--- config.mk ---
export PLATFORM = sky130hd
export DESIGN_NAME = alu_op_issuer
export DESIGN_NICKNAME = d
export VERILOG_FILES = /design/src/rtl/alu_op_pkg.sv /design/src/rtl/alu_op_issuer_ref.sv /design/src/rtl/alu_op_issuer.sv
export SDC_FILE = /design/constraint.sdc
export NUM_CORES = 1
export LEC_CHECK = 0
export CORE_MARGIN = 5
export CORE_UTILIZATION = 45
export CTS_CLUSTER_SIZE = 30
export DETAILED_ROUTE_END_ITERATION = 12
export PLACE_DENSITY = 0.77
export SETUP_SLACK_MARGIN = 0.02
export SLEW_MARGIN = 20
export SYNTH_ARGS = -nofsm -noshare
export SYNTH_HDL_FRONTEND = slang
export SYNTH_SLANG_ARGS = --single-unit
export TNS_END_PERCENT = 100
--- constraint.sdc ---
create_clock -name clk -period 2.2 [get_ports clk]
set_clock_uncertainty 0.2 [all_clocks]
set_input_delay 0.44 -clock clk [delete_from_list [all_inputs] [get_ports clk]]
set_output_delay 0.44 -clock clk [all_outputs]
set_load 0.05 [all_outputs]
--- src/rtl/alu_op_pkg.sv ---
// Shared opcodes, legality check and FSM encoding for the ALU op issuer.
// Optional ALU_CHECK_EN enables the reference-model result check.
package alu_op_pkg;

  localparam logic [2:0] OP_AND = 3'b000;
  localparam logic [2:0] OP_OR  = 3'b001;
  localparam logic [2:0] OP_ADD = 3'b010;
  localparam logic [2:0] OP_SUB = 3'b110;
  localparam logic [2:0] OP_SLT = 3'b111;

  typedef enum logic [1:0] {
    ST_IDLE,
    ST_SETTLE,
    ST_RESP
  } state_e;

  function automatic logic is_legal_op(
    input logic [2:0] op
  );
    return op inside {OP_AND, OP_OR, OP_ADD, OP_SUB, OP_SLT};
  endfunction

endpackage

--- src/rtl/alu_op_issuer_ref.sv ---
// Combinational expected-result model of the TotalALU.
// Used by alu_op_issuer when ALU_CHECK_EN is defined.
module alu_ref_model
  import alu_op_pkg::*;
#(
  parameter int WIDTH = 4
) (
  input  logic [WIDTH-1:0] a_i,
  input  logic [WIDTH-1:0] b_i,
  input  logic [2:0]       op_i,
  output logic [WIDTH-1:0] out_o
);

  logic slt;

  assign slt = $signed(a_i) < $signed(b_i);

  always_comb begin
    out_o = '0;
    unique case (1'b1)
      (op_i == OP_AND): out_o = a_i & b_i;
      (op_i == OP_OR):  out_o = a_i | b_i;
      (op_i == OP_ADD): out_o = a_i + b_i;
      (op_i == OP_SUB): out_o = a_i - b_i;
      (op_i == OP_SLT): out_o = {{(WIDTH-1){1'b0}}, slt};
      default:          out_o = '0;
    endcase
  end

endmodule

--- src/rtl/alu_op_issuer.sv ---
// Handshaked driver for the combinational TotalALU: issue, settle, respond.
// Define ALU_CHECK_EN to compare the ALU result against alu_ref_model.
module alu_op_issuer
  import alu_op_pkg::*;
#(
  parameter int WIDTH         = 4,
  parameter int SETTLE_CYCLES = 2,
  parameter int CNT_W         = 16
) (
  input  logic             clk,
  input  logic             rst,
  input  logic             cmd_valid,
  output logic             cmd_ready,
  input  logic [WIDTH-1:0] cmd_a,
  input  logic [WIDTH-1:0] cmd_b,
  input  logic [2:0]       cmd_op,
  output logic [WIDTH-1:0] alu_a,
  output logic [WIDTH-1:0] alu_b,
  output logic [2:0]       alu_signal,
  input  logic [WIDTH-1:0] alu_out,
  output logic             rsp_valid,
  input  logic             rsp_ready,
  output logic [WIDTH-1:0] rsp_out,
  output logic             rsp_zero,
  output logic [2:0]       rsp_op,
  output logic             rsp_err,
  output logic             rsp_mismatch,
  output logic [CNT_W-1:0] op_count
);

  localparam logic [3:0] SET_INIT = 4'(SETTLE_CYCLES - 1);

  state_e           state_q, state_d;
  logic [WIDTH-1:0] a_q, a_d, b_q, b_d;
  logic [2:0]       sig_q, sig_d;
  logic [3:0]       cnt_q, cnt_d;
  logic [WIDTH-1:0] out_q, out_d;
  logic             zero_q, zero_d;
  logic [2:0]       op_q, op_d;
  logic             err_q, err_d;
  logic [CNT_W-1:0] ops_q, ops_d;
  logic             take_ill;
  logic             capture;

  assign take_ill = (state_q == ST_IDLE) & cmd_valid & ~is_legal_op(cmd_op);
  assign capture  = (state_q == ST_SETTLE) & (cnt_q == 4'd0);

  always_comb begin
    state_d = state_q;
    a_d     = a_q;
    b_d     = b_q;
    sig_d   = sig_q;
    cnt_d   = cnt_q;
    out_d   = out_q;
    zero_d  = zero_q;
    op_d    = op_q;
    err_d   = err_q;
    ops_d   = ops_q;
    unique case (state_q)
      ST_IDLE: begin
        if (cmd_valid && is_legal_op(cmd_op)) begin
          a_d     = cmd_a;
          b_d     = cmd_b;
          sig_d   = cmd_op;
          cnt_d   = SET_INIT;
          state_d = ST_SETTLE;
        end else if (cmd_valid) begin
          out_d   = '0;
          zero_d  = 1'b1;
          op_d    = cmd_op;
          err_d   = 1'b1;
          state_d = ST_RESP;
        end
      end
      ST_SETTLE: begin
        if (capture) begin
          out_d   = alu_out;
          zero_d  = (alu_out == '0);
          op_d    = sig_q;
          err_d   = 1'b0;
          state_d = ST_RESP;
        end else begin
          cnt_d = cnt_q - 4'd1;
        end
      end
      ST_RESP: begin
        if (rsp_ready) begin
          ops_d   = ops_q + CNT_W'(1);
          state_d = ST_IDLE;
        end
      end
      default: state_d = ST_IDLE;
    endcase
  end

  always_ff @(posedge clk or posedge rst) begin
    if (rst) begin
      state_q <= ST_IDLE;
      a_q     <= '0;
      b_q     <= '0;
      sig_q   <= 3'b000;
      cnt_q   <= '0;
      out_q   <= '0;
      zero_q  <= 1'b0;
      op_q    <= 3'b000;
      err_q   <= 1'b0;
      ops_q   <= '0;
    end else begin
      state_q <= state_d;
      a_q     <= a_d;
      b_q     <= b_d;
      sig_q   <= sig_d;
      cnt_q   <= cnt_d;
      out_q   <= out_d;
      zero_q  <= zero_d;
      op_q    <= op_d;
      err_q   <= err_d;
      ops_q   <= ops_d;
    end
  end

`ifdef ALU_CHECK_EN
  logic [WIDTH-1:0] exp_w;
  logic             mis_q;

  alu_ref_model #(.WIDTH(WIDTH)) u_ref (
    .a_i   (a_q),
    .b_i   (b_q),
    .op_i  (sig_q),
    .out_o (exp_w)
  );

  always_ff @(posedge clk or posedge rst) begin
    if (rst) begin
      mis_q <= 1'b0;
    end else if (capture) begin
      mis_q <= (alu_out != exp_w);
    end else if (take_ill) begin
      mis_q <= 1'b0;
    end
  end

  assign rsp_mismatch = mis_q;
`else
  assign rsp_mismatch = 1'b0;
`endif

  assign cmd_ready  = (state_q == ST_IDLE) & ~rst;
  assign rsp_valid  = (state_q == ST_RESP);
  assign alu_a      = a_q;
  assign alu_b      = b_q;
  assign alu_signal = sig_q;
  assign rsp_out    = out_q;
  assign rsp_zero   = zero_q;
  assign rsp_op     = op_q;
  assign rsp_err    = err_q;
  assign op_count   = ops_q;

endmodule

# Word-level counts from Yosys, hierarchy flattened
# Index checks and enable logic that the tools add are counted.
[totals]
register_bits = 42
out_inout_bits = 39
word_cells = 62
[op_classes]
add_sub_neg = 2
n_eq_ne = 13
muxes = 22
bitwise = 3
n_reduce_logical = 12
[ops]
columns = ["op", "n"]
rows = [
  ["4-bit two-way mux", 5],
  ["16-bit by 1-bit adder with 16-bit output (second input constant)", 1],
  ["4-bit one-hot mux with 2 select lines", 2],
  ["3-bit two-way mux", 3],
  ["4-bit zero test", 2],
  ["2-bit two-way mux", 4],
  ["2-bit != test (second input constant)", 4],
  ["3-bit == test (second input constant)", 2],
  ["2-bit one-hot mux with 3 select lines", 1],
  ["3-bit one-hot mux with 2 select lines", 1],
  ["3-bit AND reduction", 2],
  ["5-bit nonzero test", 1],
  ["1-bit two-way mux", 4],
  ["2-bit by 1-bit != test with 1-bit output (second input constant)", 2],
  ["1-bit one-hot mux with 2 select lines", 2],
  ["2-bit AND reduction", 2],
  ["4-bit AND reduction", 1],
  ["4-bit by 1-bit subtractor with 4-bit output (second input constant)", 1],
  ["3-bit by 1-bit == test with 1-bit output (second input constant)", 1],
  ["3-bit by 2-bit == test with 1-bit output (second input constant)", 1],
  ["3-bit zero test", 1],
  ["3-bit by 2-bit != test with 1-bit output (second input constant)", 1],
  ["1-bit AND", 2],
  ["2-bit by 1-bit == test with 1-bit output (second input constant)", 1],
  ["5 further kinds", 5],
]

# Depth between registers and ports, before layout
# Gate-level depths: netlist of run 1.
[depth]
ltp_word = 5
depth_mapped = 7
ltp_nobuf = 6

# Worst setup path after synthesis of run 1
# Ideal clock, no wire load.
[synth_timing]
path_type = "reg-to-output"
start = "register state_q[0]"
end = "output cmd_ready"
arrival_ns = 1.594
path_slack_ns = -0.034
path_stages_with_launch = 3
path_buffers = 1
path_cell_list = "dfrtp_1 > buf_6 > nor3_1"
[synth_via]
elab_chain_cells = 2
[synth_lines]
columns = ["item", "line", "source"]
rows = [
  ["start: declaration", "alu_op_issuer.sv:33", "state_e state_q, state_d;"],
  ["start signal: assignment", "alu_op_issuer.sv:109", "state_q <= state_d;"],
  ["2-bit zero test", "alu_op_issuer.sv:148", "assign cmd_ready = (state_q == ST_IDLE) & ~rst;"],
  ["1-bit AND", "alu_op_issuer.sv:148", ""],
  ["end: declaration", "alu_op_issuer.sv:13", "output logic cmd_ready,"],
]
# No other way between the ends.

# Final worst setup path of run 1
[layout_timing]
start = "register sig_q[2], in the netlist alu_signal[2]"
end = "output alu_signal[2]"
[layout_rtl]
columns = ["item", "line", "source"]
rows = [
  ["start: declaration", "alu_op_issuer.sv:35", "logic [2:0] sig_q, sig_d;"],
  ["start signal: assignment", "alu_op_issuer.sv:112", "sig_q <= sig_d;"],
  ["end: declaration", "alu_op_issuer.sv:19", "output logic [2:0] alu_signal,"],
]
# No word-level cell between the ends.

==> flow_summary.toml, run 1 <==
[pwr]
power.density_mw_per_mm2 = 1510
ir_worst_vdd_uv = 771
leakagePower_nw = 1.31

[routing]
met3_length_um = 330
finalWirelength_um = 4560
drc_errors = 0
num_vias = 1425
top_layer = "met4"
antenna_left = 0
drt-initial-drc-count = 72
viasPerCell = 5.16
wl_per_cell_um = 16.5
drt-met1-wl_um = 1810
drt_pass1_iterations = 5
met2WireLength_um = 2360

[worst_setup_path]
path_buf_inv = 1
crit_type = "reg -> out"
critPathTopFamily = "buffers and inverters"
crit_start = "alu_signal[2]$_DFFE_PP0P_"
slowest_delay_ns = 0.82
critPathMaxFanout = 3
worstPathCellList = "clkdlybuf4s50_1"
slowest_stage = "clkdlybuf4s50_1"
arrival_ns = 1.50
worstReg2RegStart = "cnt_q[0]$_DFFE_PP0P_"
endpoint_kind = "primary output"
crit_required_ns = 1.56
start_kind = "flop"

[sta]
max_freq_mhz = 467
finalCritPeriodShare_pct = 97.4
finalCriticalPeriod_ns = 2.14
setup_viol = 0
tightest_slew_ns = 0.536
slew_viol_final = 0
final_hold_viol_count = 0
relSlewSlack_pct = 64.2
rsz0062_at_grt = "false"
setup_tns_ns = 0

[place]
dp_hpwl_um = 3410
gp_congestion = 0.798
numPortBuffers = 56
dp.cells = 269

[synthesis]
syn_avg_cell_area_sq_um = 12.2
ys_seq_area_share_pct = 54.4
syn-instance-count = 158
ys_ff_latch = 42
ys.flop_type = "dfrtp_1"
syn_area_sq_mm = 0.00193
yosys_warnings = 0
async_reset_ff_share_pct = 100
syn_nets = 179
synth_cell_types = 36
synth_edf_count = 0

[grt]
grt_pass1_vias = 1577
grt_max_degree = 43
grt_pass1_wl_um = 7390
grt_use_total_pct = 17.6
grt-ovfl-total = 0
antenna_found_initial = 0

[status]
status = "complete, no violations"

[clock_network]
worst_skew_pair.late_latency_ns = 0.29
cts-root-buf = "clkbuf_8"
cts_max_level = 2
cts.clk_slew.worst_paths_ns = 0.08
cts-buffers-inserted = 5
clock_path_buffers = 2
cts.sinks = 42
cts_tree = "built"

[run]
maxCapViolations = 0

[final_layout]
drive_above_1_share_pct = 23.5
nets = 247
n_antenna_cell = 0
n_fill_cell = 314
area_delta_synth_final_pct = 37.7
final_cells = 276
regArea_sq_mm = 0.00105
multiInputGateArea_sq_um = 796

[worst_hold_path]
min_path_type = "reg -> reg"
min_from = "op_count[15]$_DFFE_PP0P_"

[floorplanning]
die_area_sq_mm = 0.00571
rows = 23
die_w_um = 75.5
core_sq_mm = 0.00409
die_h_um = 75.5
initial_core_util_pct = 47.3
io_pins = 58
## worst paths after layout
| kind | to | cells past startpoint | slack [ns] |
|---|---|---|---|
| min in group asynchronous | rsp_zero$_DFFE_PP0P_ | 3 | 0.44 |
| max in group asynchronous | alu_a[2]$_DFFE_PP0P_ | 3 | 0.98 |
| worst min register to register | op_count[15]$_DFFE_PP0P_ | 1 | 0.29 |
| worst max register to register | rsp_out[3]$_DFFE_PP0P_ | 7 | 0.24 |
| worst min-delay path | op_count[15]$_DFFE_PP0P_ | 1 | 0.29 |
| worst max-delay path | alu_signal[2] | 1 | 0.06 |
## registers in the layout, summed over array words and instances, names as in the netlist
signal and cells:
op_count 16, state_q 2, alu_signal 3, rsp_op 3
cnt_q 4, alu_a 4, rsp_err 1, rsp_out 4
rsp_zero 1, alu_b 4
## cell type report
type / count / share of cell area (%)
sequential: 42 / 39.5
multi-input combinational: 99 / 29.9
timing repair buffer: 66 / 23.6
clock buffer: 5 / 2.59
tap: 50 / 2.35
inverter: 12 / 1.69
clock inverter: 2 / 0.376
## synth_stat cells (3+ instances only)
library cell  instances  share of area [%]
a21oi_1               4                1.0
a31oi_1               3               0.97
and3_1                3               0.97
buf_6                 3                1.7
dfrtp_1              42                 54
inv_1                12                2.3
mux2_1                3                1.7
mux2_2                9                5.2
mux2i_1               7                3.6
nand2_1              12                2.3
nand3_1               9                2.3
nand4_1               4                1.3
nor2_1                6                1.2
xnor2_1              10                4.5
xor2_1                5                2.3
## worst register-to-register path, cell delays in order, from the launching register on
cell      delay (ns)
dfrtp_1         0.39
inv_1           0.09
ha_1            0.18
nand2b_1        0.12
o21ai_4         0.25
and3_1          0.27
buf_4           0.18
mux2i_1         0.21
## metal layers
metal	global-route usage, %	vias up
met5	0	-
met4	6.21	0
met3	6.33	6
met2	30.3	50
met1	20.1	695
li1	-	674
## repair_timing
item	in CTS	in global routing
hold buffers	0	0
setup buffers	0	0
gates resized for setup	0	5
setup endpoints to repair	0	5
## through the flow
stage	utilization (%)	power, mW	hold slack (ns)	setup WS [ns]	instance area (sq um)
after floorplan	-	2.80	0.265	0.209	1940
after global placement	62.9	3.49	0.263	0.0767	2570
after detailed placement	62.9	3.57	0.281	0.0211	2570
after CTS	64.8	4.06	0.293	0.0209	2650
after global routing	65.1	4.24	0.304	0.0228	2660
final	65.1	4.02	0.285	0.0567	2660
## cells in the final DEF, fill, tap and decap left out, types with 4 or more instances in the layout
cell,count
a21oi_1,4
buf_4,26
clkbuf_8,5
clkdlybuf4s50_1,33
dfrtp_1,42
dlymetal6s2s_1,5
inv_1,12
mux2_2,9
mux2i_1,7
nand2_1,12
nand3_1,9
nand4_1,4
nor2_1,6
xnor2_1,10
xor2_1,5
## logic make-up after synthesis
family	Yosys count	share of synthesized area, %
adders and majority gates	2	1.29
buffers and inverters	17	4.72
other	1	0.194
and+or+nand+nor	46	14.9
xor gates and xnor gates	15	6.80
DFF	42	54.4
muxes	20	11.4
AOI/OAI and AO/OA	15	6.34
## power by group
part / leakage, nW / switching [mW] / total (mW) / internal (mW)
Sequential: 0.530 / 0.263 / 1.31 / 1.05
Clock: 0.0438 / 0.257 / 0.470 / 0.213
Combinational: 0.734 / 1.39 / 2.24 / 0.850
Note: power is estimated with default switching activity, not from simulation.
==> run 2, diff against run 1 <==
MAX_ROUTING_LAYER = met4   (was unset)
==> run 2 against run 1 <==
Critical path depth is the same. Fmax is essentially flat. Utilization is the same. First-iteration DRC count shrank 2.8%.
==> flow_summary.toml, run 2 (same netlist as run 1, synthesis figures left out) <==
[sta]
holdWs_ns = 0.285
slew_viol_final = 0
setup_viol = 0
fin_ws_ns = 0.0570
tightest_slew_ns = 0.536
relSlewSlack_pct = 64.2
finalCriticalPeriod_ns = 2.14
max_freq_mhz = 467
finalCritPeriodShare_pct = 97.4
setup_tns_ns = 0
final_hold_viol_count = 0
rsz0062_at_grt = "false"

[worst_setup_path]
crit_type = "reg -> out"
crit_required_ns = 1.56
worstPathCellList = "clkdlybuf4s50_1"
path_buf_inv = 1
worstReg2RegEnd = "rsp_out[3]$_DFFE_PP0P_"
worstReg2RegStart = "cnt_q[0]$_DFFE_PP0P_"
reg2reg_slack_ns = 0.24
slowest_delay_ns = 0.82
arrival_ns = 1.50
start_kind = "flop"
endpoint_kind = "primary output"
critPathMaxFanout = 3
slowest_stage = "clkdlybuf4s50_1"
r2r.worst_path.cells = 7
critPathTopFamily = "buffers and inverters"

[floorplanning]
initial_core_util_pct = 47.3
io_pins = 58
rows = 23
core_sq_mm = 0.00409
die_w_um = 75.5
die_area_sq_mm = 0.00571
die_h_um = 75.5

[final_layout]
n_antenna_cell = 0
drive_above_1_share_pct = 23.5
final_common_cell = "dfrtp_1"
largest_reg_flops = 16
multiInputGateArea_sq_um = 796
final_cells = 276
area_delta_synth_final_pct = 37.7
nets = 247
n_fill_cell = 314
regArea_sq_mm = 0.00105
final_cell_mix = "dfrtp_1 (42), clkdlybuf4s50_1 (33), buf_4 (26)"

[grt]
grt_pass1_wl_um = 7390
grt_pass1_vias = 1577
grt_use_total_pct = 18.1
grt_max_degree = 43
antenna_found_initial = 0
grt-ovfl-total = 0

[place]
dp_hpwl_um = 3410
pre_cts_ws_ns = 0.0211
gp_congestion = 0.809
dp.cells = 269
numPortBuffers = 56

[clock_network]
worst_skew_pair.late_latency_ns = 0.29
cts-root-buf = "clkbuf_8"
cts_tree = "built"
cts_max_level = 2
cts.clk_slew.worst_paths_ns = 0.08
cts-buffers-inserted = 5
cts.sinks = 42
clock_path_buffers = 2

[worst_hold_path]
min_path_cells = 1
hold_path_end = "op_count[15]$_DFFE_PP0P_"
min_from = "op_count[15]$_DFFE_PP0P_"
min_path_type = "reg -> reg"

[routing]
antenna_left = 0
viasPerCell = 5.20
finalWirelength_um = 4560
drc_errors = 0
drt-initial-drc-count = 70
num_vias = 1434
wl_per_cell_um = 16.5
drt_pass1_iterations = 5

[pwr]
power.density_mw_per_mm2 = 1510
leakagePower_nw = 1.31
ir_worst_vdd_uv = 771

[status]
status = "complete, no violations"

[run]
maxCapViolations = 0
==> run 2: report_power, final <==
part           internal (mW)  switching (mW)
Sequential              1.05           0.263
Clock                  0.213           0.258
Combinational          0.849            1.39
Total                   2.11            1.91
==> run 2: layout make-up <==
| type | count | area share [%] |
|---|---|---|
| Sequential cell | 42 | 39.5 |
| Multi-Input combinational cell | 99 | 29.9 |
| Timing Repair Buffer | 66 | 23.6 |
| Clock buffer | 5 | 2.59 |
| Tap cell | 50 | 2.35 |
| Inverter | 12 | 1.69 |
| Clock inverter | 2 | 0.376 |
==> run 2: through the flow <==
| stage | cell area (sq um) | power, mW | utilization [%] |
|---|---|---|---|
| floorplan | 1940 | 2.80 | - |
| global placement | 2570 | 3.49 | 62.9 |
| detailed placement | 2570 | 3.57 | 62.9 |
| CTS | 2650 | 4.06 | 64.8 |
| global route | 2660 | 4.23 | 65.1 |
| finish | 2660 | 4.02 | 65.1 |
==> run 2: worst max path at each step <==
stage / from / endpoint / slack, ns / depth (start not counted)
floorplan: op_count[4]$_DFFE_PP0P_ / op_count[14]$_DFFE_PP0P_ / 0.21 / 4
global placement: rsp_ready / op_count[14]$_DFFE_PP0P_ / 0.08 / 5
detailed placement: cmd_op[2] / rsp_out[2]$_DFFE_PP0P_ / 0.02 / 6
CTS: op_count[6]$_DFFE_PP0P_ / op_count[6] / 0.02 / 1
global route: alu_signal[2]$_DFFE_PP0P_ / alu_signal[2] / 0.02 / 1
finish: alu_signal[2]$_DFFE_PP0P_ / alu_signal[2] / 0.06 / 1
==> run 2: metal layers <==
| metal | vias up | global-route usage [%] | share of wire, % |
|---|---|---|---|
| met5 | - | - | 0 |
| li1 | 674 | - | - |
| met1 | 702 | 20.7 | 41 |
| met4 | 0 | 6.21 | 1.4 |
| met3 | 6 | 5.28 | 6.1 |
| met2 | 52 | 30.3 | 52 |
==> run 2: what timing repair did <==
action / 4_1_cts / 5_1_grt
resized for setup: 0 / 5
setup buffers: 0 / 0
setup endpoints to repair: 0 / 5
hold buffers: 0 / 0
==> run 3, diff against run 2 <==
CORE_UTILIZATION = 46   (was 45)
GPL_ROUTABILITY_DRIVEN = 0   (was unset)
PLACE_DENSITY = 0.78   (was 0.77)
==> run 3 against run 2 <==
Non-clock buffer count fell by 1. First-iteration DRC count fell by 8.6%. Register-to-register slack improved by 0.02 ns. Die area fell by 1.9%. Via count fell by 0.77%. Clock-buffer cell count rose by 1. Setup slack improved by 0.032 ns. Critical path depth did not move. Worst hold slack got worse by 0.010 ns. Utilization rose by 2.7 points. Critical path type unchanged. Critical endpoint is now rsp_out[0].
==> flow_summary.toml, run 3 (same netlist as run 1, synthesis figures left out) <==
[routing]
drt_pass1_iterations = 6
drc_errors = 0
wl_per_cell_um = 15.6
viasPerCell = 5.16
finalWirelength_um = 4300
drt-initial-drc-count = 64
antenna_left = 0
num_vias = 1423

[clock_network]
cts-root-buf = "clkbuf_8"
cts_resized = 1
cts.sinks = 42
cts_max_level = 2
cts-buffers-inserted = 5
ctsHoldBuffers = 0
cts.clk_slew.worst_paths_ns = 0.08
clock_path_buffers = 2
post_cts_buffers = 0
worst_skew_pair.late_latency_ns = 0.30
cts_tree = "built"

[grt]
grt_max_degree = 43
grt_use_total_pct = 16.8
antenna_found_initial = 0
grt_pass1_vias = 1494
grt_pass1_wl_um = 6840
grt-ovfl-total = 0

[final_layout]
final_common_cell = "dfrtp_1"
largest_reg_flops = 16
area_delta_synth_final_pct = 41.3
final_cell_mix = "dfrtp_1 (42), clkdlybuf4s50_1 (32), buf_4 (22)"
drive_above_1_share_pct = 22.1
n_antenna_cell = 0
nets = 246

[sta]
tightest_slew_ns = 0.527
setup_tns_ns = 0
final_hold_viol_count = 0
rsz0062_at_grt = "false"
finalCritPeriodShare_pct = 95.9
slew_viol_final = 0
holdWs_ns = 0.275
relSlewSlack_pct = 64.8
fin_ws_ns = 0.0894
setup_viol = 0
max_freq_mhz = 474
finalCriticalPeriod_ns = 2.11

[worst_setup_path]
slowest_stage = "clkdlybuf4s50_1"
arrival_ns = 1.47
path_buf_inv = 1
endpoint_kind = "primary output"
crit_required_ns = 1.56
start_kind = "flop"
worstPathCellList = "clkdlybuf4s50_1"
critPathTopFamily = "buffers and inverters"
critPathMaxFanout = 2
crit_type = "reg -> out"
slowest_delay_ns = 0.81

[pwr]
power.density_mw_per_mm2 = 1570
ir_worst_vdd_uv = 931
leakagePower_nw = 1.36
p_total_mw = 4.28

[floorplanning]
io_pins = 58
die_w_um = 74.8
die_h_um = 74.8
initial_core_util_pct = 48.0
rows = 23
core_sq_mm = 0.00403
die_area_sq_mm = 0.00560

[place]
pre_cts_ws_ns = 0.0337
numPortBuffers = 56
dp_hpwl_um = 3260

[run]
maxCapViolations = 0

[status]
status = "complete, no violations"

[worst_hold_path]
min_path_type = "reg -> reg"
-- run 3: changes by cell type in the layout (fill, tap and decap cells not counted) --
cell             delta
buf_4               -4
bufinv_16           +2
clkbuf_8            +1
clkdlybuf4s50_1     -1
clkinv_2            -2
dlygate4sd2_1       +1
dlymetal6s2s_1      +3
-- run 3: path summary, 6_finish.rpt --
path                                               start                  endpoint  slack (ns)  depth (start not counted)
worst max-delay path              rsp_out[0]$_DFFE_PP0P_                rsp_out[0]        0.09                          1
worst min-delay path            op_count[15]$_DFFE_PP0P_  op_count[15]$_DFFE_PP0P_        0.28                          1
worst max register to register      cnt_q[0]$_DFFE_PP0P_       rsp_err$_DFFE_PP0P_        0.26                          7
worst min register to register  op_count[15]$_DFFE_PP0P_  op_count[15]$_DFFE_PP0P_        0.28                          1
max in group asynchronous                            rst      alu_a[2]$_DFFE_PP0P_        1.01                          3
min in group asynchronous                            rst   op_count[2]$_DFFE_PP0P_        0.41                          3
-- run 3: cell type report --
cell class	count	area, sq um
Sequential cell	42	1050
Timing Repair Buffer	65	634
Inverter	12	45.0
Tap cell	50	62.6
Fill cell	297	1300
Clock inverter	2	60.1
Multi-Input combinational cell	99	796
Clock buffer	6	82.6
-- run 3: worst reg2reg max path, delay by kind of cell, from the launching register on --
| family | cells | cell delay (ns) |
|---|---|---|
| muxes | 1 | 0.20 |
| AOI/OAI and AO/OA | 1 | 0.24 |
| adders and majority gates | 1 | 0.18 |
| and+or+nand+nor | 2 | 0.38 |
| DFF | 1 | 0.39 |
| buffers and inverters | 2 | 0.28 |
-- run 3: power breakdown --
group / internal, mW / switching [mW] / total [mW] / leakage [nW]
logic: 0.841 / 1.37 / 2.21 / 0.761
clock network: 0.484 / 0.267 / 0.751 / 0.0714
registers: 1.05 / 0.266 / 1.31 / 0.530
-- run 3: per-stage QoR --
stage                     area [sq um]  util, %  cells
after floorplan                   1940        -    158
after global placement            2570     63.8    268
after detailed placement          2570     63.8    268
after CTS                         2710     67.3    276
after global routing              2730     67.8    276
final                             2730     67.8    276
-- run 3: metal layers --
layer  global-route usage [%]  up-vias  share of wire (%)
li1                         -      672                  -
met1                     20.2      698                 41
met2                     27.9       48                 51
met3                     4.41        5                6.3
met4                     4.74        0                1.0
met5                        -        -                  0
